`src/rtl/cla_add_sched.sv`:
```
// cla_add_sched: two-requester round-robin scheduler sharing one 8-bit
// carry-lookahead adder for multi-byte add/subtract, one byte per cycle,
// LSB first, carry held in a register between bytes.
// Optional feature macro: CLA_SCHED_SUB_EN (subtract support; add-only when undefined).

// 8-bit carry-lookahead adder: every carry is a flat sum of products of
// generate/propagate terms rather than a ripple chain.
module cla_8bit (
    input  logic [7:0] a,
    input  logic [7:0] b,
    input  logic       cin,
    output logic [7:0] sum,
    output logic       cout
);
    logic [7:0] p;
    logic [7:0] g;
    logic [8:0] c;
    logic       acc;
    logic       prod;

    // Lookahead carries: c[i+1] = OR_j (g[j] & p[j+1..i]) | (cin & p[0..i])
    always_comb begin
        p    = a ^ b;
        g    = a & b;
        c    = '0;
        acc  = 1'b0;
        prod = 1'b0;
        c[0] = cin;
        for (int unsigned i = 0; i < 8; i++) begin
            acc = cin;
            for (int unsigned m = 0; m <= i; m++) begin
                acc = acc & p[m];
            end
            for (int unsigned j = 0; j <= i; j++) begin
                prod = g[j];
                for (int unsigned m = j + 1; m <= i; m++) begin
                    prod = prod & p[m];
                end
                acc = acc | prod;
            end
            c[i+1] = acc;
        end
        sum  = p ^ c[7:0];
        cout = c[8];
    end
endmodule

module cla_add_sched #(
    parameter int NBYTES = 4
) (
    input  logic                  clk,
    input  logic                  rst,
    input  logic                  req0_valid,
    output logic                  req0_ready,
    input  logic [8*NBYTES-1:0]   req0_a,
    input  logic [8*NBYTES-1:0]   req0_b,
    input  logic                  req0_sub,
    input  logic                  req1_valid,
    output logic                  req1_ready,
    input  logic [8*NBYTES-1:0]   req1_a,
    input  logic [8*NBYTES-1:0]   req1_b,
    input  logic                  req1_sub,
    output logic                  resp_valid,
    input  logic                  resp_ready,
    output logic                  resp_id,
    output logic [8*NBYTES-1:0]   resp_sum,
    output logic                  resp_cout
);
    localparam int W = 8 * NBYTES;
    localparam logic [2:0] LAST_IDX = 3'(NBYTES - 1);

    typedef enum logic [1:0] {
        S_IDLE = 2'd0,
        S_RUN  = 2'd1,
        S_DONE = 2'd2
    } state_t;

    state_t         state_q, state_d;
    logic [W-1:0]   a_q, a_d;
    logic [W-1:0]   b_q, b_d;
    logic [W-1:0]   sum_q, sum_d;
    logic           carry_q, carry_d;
    logic [2:0]     idx_q, idx_d;
    logic           id_q, id_d;
    logic           last_q, last_d;
    logic           cout_q, cout_d;

    logic           grant;
    logic           any_valid;
    logic           sub_sel;
    logic [7:0]     a_byte;
    logic [7:0]     b_byte;
    logic [7:0]     cla_sum;
    logic           cla_cout;

`ifndef CLA_SCHED_SUB_EN
    logic           unused_sub;
    assign unused_sub = req0_sub | req1_sub;
`endif

    cla_8bit u_cla (
        .a    (a_byte),
        .b    (b_byte),
        .cin  (carry_q),
        .sum  (cla_sum),
        .cout (cla_cout)
    );

    // Round-robin grant, ready strobes and current operand byte selection
    always_comb begin
        any_valid = req0_valid | req1_valid;
        if (req0_valid && req1_valid) begin
            grant = ~last_q;
        end else begin
            grant = req1_valid;
        end
        req0_ready = (state_q == S_IDLE) && !rst && req0_valid && !grant;
        req1_ready = (state_q == S_IDLE) && !rst && req1_valid &&  grant;
`ifdef CLA_SCHED_SUB_EN
        sub_sel = grant ? req1_sub : req0_sub;
`else
        sub_sel = 1'b0;
`endif
        a_byte = '0;
        b_byte = '0;
        for (int unsigned k = 0; k < NBYTES; k++) begin
            if (idx_q == 3'(k)) begin
                a_byte = a_q[8*k +: 8];
                b_byte = b_q[8*k +: 8];
            end
        end
    end

    // Next-state logic: capture in IDLE, one byte per cycle in RUN, hold in DONE
    always_comb begin
        state_d = state_q;
        a_d     = a_q;
        b_d     = b_q;
        sum_d   = sum_q;
        carry_d = carry_q;
        idx_d   = idx_q;
        id_d    = id_q;
        last_d  = last_q;
        cout_d  = cout_q;
        case (state_q)
            S_IDLE: begin
                if (any_valid) begin
                    a_d     = grant ? req1_a : req0_a;
                    b_d     = grant ? req1_b : req0_b;
                    if (sub_sel) begin
                        b_d = ~b_d;
                    end
                    carry_d = sub_sel;
                    idx_d   = '0;
                    id_d    = grant;
                    last_d  = grant;
                    state_d = S_RUN;
                end
            end
            S_RUN: begin
                for (int unsigned k = 0; k < NBYTES; k++) begin
                    if (idx_q == 3'(k)) begin
                        sum_d[8*k +: 8] = cla_sum;
                    end
                end
                carry_d = cla_cout;
                idx_d   = idx_q + 3'd1;
                if (idx_q == LAST_IDX) begin
                    cout_d  = cla_cout;
                    idx_d   = '0;
                    state_d = S_DONE;
                end
            end
            S_DONE: begin
                if (resp_ready) begin
                    state_d = S_IDLE;
                end
            end
            default: state_d = S_IDLE;
        endcase
    end

    // State and datapath registers with synchronous reset
    always_ff @(posedge clk) begin
        if (rst) begin
            state_q <= S_IDLE;
            a_q     <= '0;
            b_q     <= '0;
            sum_q   <= '0;
            carry_q <= 1'b0;
            idx_q   <= '0;
            id_q    <= 1'b0;
            last_q  <= 1'b1;
            cout_q  <= 1'b0;
        end else begin
            state_q <= state_d;
            a_q     <= a_d;
            b_q     <= b_d;
            sum_q   <= sum_d;
            carry_q <= carry_d;
            idx_q   <= idx_d;
            id_q    <= id_d;
            last_q  <= last_d;
            cout_q  <= cout_d;
        end
    end

    assign resp_valid = (state_q == S_DONE);
    assign resp_sum   = sum_q;
    assign resp_id    = id_q;
    assign resp_cout  = cout_q;
endmodule

```
`config.mk`:
```
export PLATFORM = sky130hd
export DESIGN_NAME = cla_add_sched
export DESIGN_NICKNAME = d
export VERILOG_FILES = /design/src/rtl/cla_add_sched.sv
export SDC_FILE = /design/constraint.sdc
export NUM_CORES = 1
export LEC_CHECK = 0
export BUFFER_PORTS_ARGS = -buffer_cell sky130_fd_sc_hd__buf_4
export CAP_MARGIN = 20
export CELL_PAD_IN_SITES_DETAIL_PLACEMENT = 0
export CELL_PAD_IN_SITES_GLOBAL_PLACEMENT = 1
export CORE_UTILIZATION = 38
export DETAILED_ROUTE_END_ITERATION = 8
export GPL_ROUTABILITY_DRIVEN = 0
export PLACE_DENSITY = 0.9
export SETUP_SLACK_MARGIN = 0.2
export SYNTH_ARGS = -nofsm -noshare
export SYNTH_HDL_FRONTEND = slang
export SYNTH_SLANG_ARGS = --single-unit
```
`constraint.sdc`:
```
create_clock -name clk -period 3.3 [get_ports clk]
set_input_delay 0.33 -clock clk [delete_from_list [all_inputs] [get_ports clk]]
set_output_delay 0.33 -clock clk [all_outputs]
set_load 0.01 [all_outputs]
```
==> impl_metrics.tcl <==
set metrics [dict create \
    setup_tns_ns 0 \
    setup_viol_count_final 0 \
    tritoncts_clock_tree "yes" \
    worst_hold_startpoint "resp_ready" \
    cts_buffers 9 \
    initial_utilization_pct 39.30 \
    fp.dieArea_mm2 0.01501 \
    detail_route.wirelength_um 15280 \
    irDropWorstVdd_mv 0.2909 \
    worst-r2r-setup-slack_ns 0.22 \
    power_density_mw_per_mm2 455.8 \
    postSynthCellCount 636 \
    hold_violation_count_in_the_final_report 0 \
    core.rowCount 43 \
    arrival_ns 3.33 \
    synth_fp_nets 785 \
    area_growth_pct 38.36 \
    core_region_area_mm2 0.01404 \
    worst_path_dominant_cell_family "compound AO/OA/AOI/OAI gates" \
    num-nets-final 950 \
    yosys_most_used_dff "dfxtp_1" \
    io_buffers 169 \
    routed_wire_length_per_instance_um 15.49 \
    power.leakage_nw 3.222 \
    grt_pass1_vias 5205 \
    crit_slowest_cell "o41a_1" \
    proportion_of_register_bits_with_asynchronous_set_or_reset_after_synthesis_pct 0 \
    die_width_um 122.5 \
    reg2reg_to "resp_sum[15]" \
    grt_first_pass_wirelength_um 24460 \
    fin_ws_ns 0.2200 \
    synth-seq-area-share_pct 38.09 \
    clock.fmax_ghz 0.3247 \
    netlist_area_mm2 0.005519 \
    htreeDepth 3 \
    fin_crit_ns 3.080 \
    unrepaired_setup_endpoints_after_global_routing "true" \
    layout.filler_cells 1245 \
    boundaryPins 172 \
    crit_buf_inv 3 \
    drive_above_1_share_pct 32.51 \
    yosys-top-cells-area "dfxtp_1 (38%), mux2i_1 (12%), a211oi_1 (9.8%)" \
    cts_sinks 105 \
    drcViolationCount 0 \
    die_height_um 122.5 \
    final_design_area_no_fill_mm2 0.007636 \
    insertedDiodeCount 0 \
    antenna_violating_nets_post_route 0 \
    postSynthRegisterBits 105 \
    synth_warnings 0 \
    critPathMaxStageDelay_ns 0.52 \
    netlist-cell-type-count 48 \
    storage_element_area_mm2 0.002107 \
    clock_tree.root_cell "clkbuf_16" \
    synthesized_area_per_cell_um2 8.678 \
    holdPathEnd "state_q[1]" \
    worst-slew-pin-transition_ns 0.8221 \
    crit_fanout 12 \
    crit_type "flop to flop" \
    grtUsageTotal_pct 20.64 \
    postPlaceCellArea_mm2 0.007004 \
    clkLatencyLatePin_ns 0.35 \
    clk_transition_reported_paths_ns 0.07 \
    cap_violations 0 \
    maxSlewHeadroom_pct 45.12 \
    fin_crit_sh_pct 93.33 \
    route.vias.total 5259 \
    required_ns 3.55 \
    worst_setup_path_end_kind "flop" \
    worst_setup_path_start_kind "flop" \
    max-clock-path-buffers 2 \
    power_mw 3.480 \
    dp_hpwl_um 11190 \
    total_area_of_multi_input_combinational_cells_mm2 0.003278 \
    grt_max_degree 116 \
    number_of_antenna_violations_at_the_first_check_in_global_routing 0 \
    final.setup_skew_ns 0.006882 \
    synthDominantCellAreaShare_pct 38.09 \
    viasPerCell 5.334 \
    drt_pass1_iterations 4 \
    globalRouteOverflowTotal 0 \
    hold_path.class "input pin to flop" \
    timing_max_transition_violations_final 0 \
    r2r.worst_path.cells 13 \
    synth-edff-count 0 \
    synth_top_cell_by_area "dfxtp_1" \
    reg2reg_from "idx_q[1]" \
    timing.hold.worst_path_depth 3 \
    cp_launch_point "idx_q[1]" \
    status "completed" \
    initialDrtViolationCount 303 \
    path_cells "inv_4 -> ha_4 -> buf_6 -> buf_4 -> nor2b_2 -> a221oi_1 -> a211o_1 -> a21oi_2 -> ha_2 -> and3_1 -> a21boi_2 -> o41a_1 -> a311oi_2" \
    pre_cts_ws_ns -0.05189 \
]
worst max path at each step:
stage	endpoint	slack, ns	cells past startpoint
after floorplan	resp_sum[15]	0.34	12
after global placement	resp_cout	0.14	13
after detailed placement	resp_sum[23]	-0.05	13
after CTS	resp_sum[7]	0.20	14
after global routing	resp_sum[15]	0.08	13
final	resp_sum[15]	0.22	13
cell usage after synthesis (all sizes together) (5+ instances only):
library cell	count
nand3b	9
a221oi	16
and2	5
clkbuf	31
ha	13
a211oi	72
a21o	8
o211ai	6
nor2b	19
buf	23
nor3b	6
a211o	16
a21oi	38
nand3	14
nor2	83
dfxtp	105
mux2i	64
nand2	40
inv	20
routing by layer:
metal	routed length, µm	up-vias	track usage [%]	part of all wire [%]
met5	0	-	0	0
met4	240	0	5.183	1.6
met3	811	26	3.160	5.3
met2	7633	175	36.62	50
met1	6592	2415	25.91	43
li1	-	2643	-	-
power breakdown:
part | switching [mW] | internal, mW | total, mW
clock network | 0.472 | 0.613 | 1.09
logic | 0.484 | 0.478 | 0.962
registers | 0.0633 | 1.37 | 1.43
logic make-up after synthesis:
| family | synth area share, % |
|---|---|
| compound gates | 23.85 |
| mux | 11.81 |
| fa+ha+maj | 3.310 |
| xor+xnor | 0.1587 |
| simple gates | 16.96 |
| buf+inv | 5.826 |
| flops | 38.09 |
metrics by stage:
stage,std cells,hold WS [ns],util (%)
6_report,986,0.2595,54.38
5_1_grt,986,0.2807,54.38
4_1_cts,973,0.2650,52.62
3_5_place_dp,954,0.4536,49.88
3_3_place_gp,954,0.4434,49.88
2_1_floorplan,636,0.4737,-
cell usage in the layout, fill, tap and decap left out, types with 5 or more instances in the layout:
cell	instances
a211o_1	16
nor2_1	83
o211ai_1	6
nand2_1	38
a21oi_1	27
clkbuf_16	9
ha_4	5
buf_4	199
nand3b_1	9
buf_12	5
and2_1	5
dfxtp_1	103
a221oi_1	14
inv_1	18
a211oi_1	72
nor3b_1	5
nor2b_1	16
a21o_1	8
mux2i_1	64
nand3_1	14
a21oi_2	11
registers in the layout (all words and copies together) (netlist names):
signal	flops
b_q	32
resp_cout	1
resp_sum	32
resp_id	1
last_q	1
a_q	32
carry_q	1
idx_q	3
state_q	2
cell type report:
cell class / instances / area share, %
Multi-Input combinational cell: 457 / 42.93
Clock inverter: 5 / 0.8193
Inverter: 20 / 1.016
Timing Repair Buffer: 208 / 21.51
Tap cell: 180 / 2.949
Clock buffer: 11 / 3.179
Sequential cell: 105 / 27.59
worst reg2reg max path, cell delays in order, from the launching register on:
cell and delay, ns:
dfxtp_2 0.35, inv_4 0.05, ha_4 0.17, buf_6 0.13, buf_4 0.17, nor2b_2 0.11
a221oi_1 0.08, a211o_1 0.30, a21oi_2 0.16, ha_2 0.30, and3_1 0.20, a21boi_2 0.17
o41a_1 0.53, a311oi_2 0.29
timing repair:
item                                    in CTS  in global routing
buffers inserted                             3                 12
endpoints found under the setup margin      18                 26
pin swaps                                    8                 17
hold buffers                                 0                  0
gates resized for setup                     13                 35
Note: power is estimated with default switching activity, not from simulation.
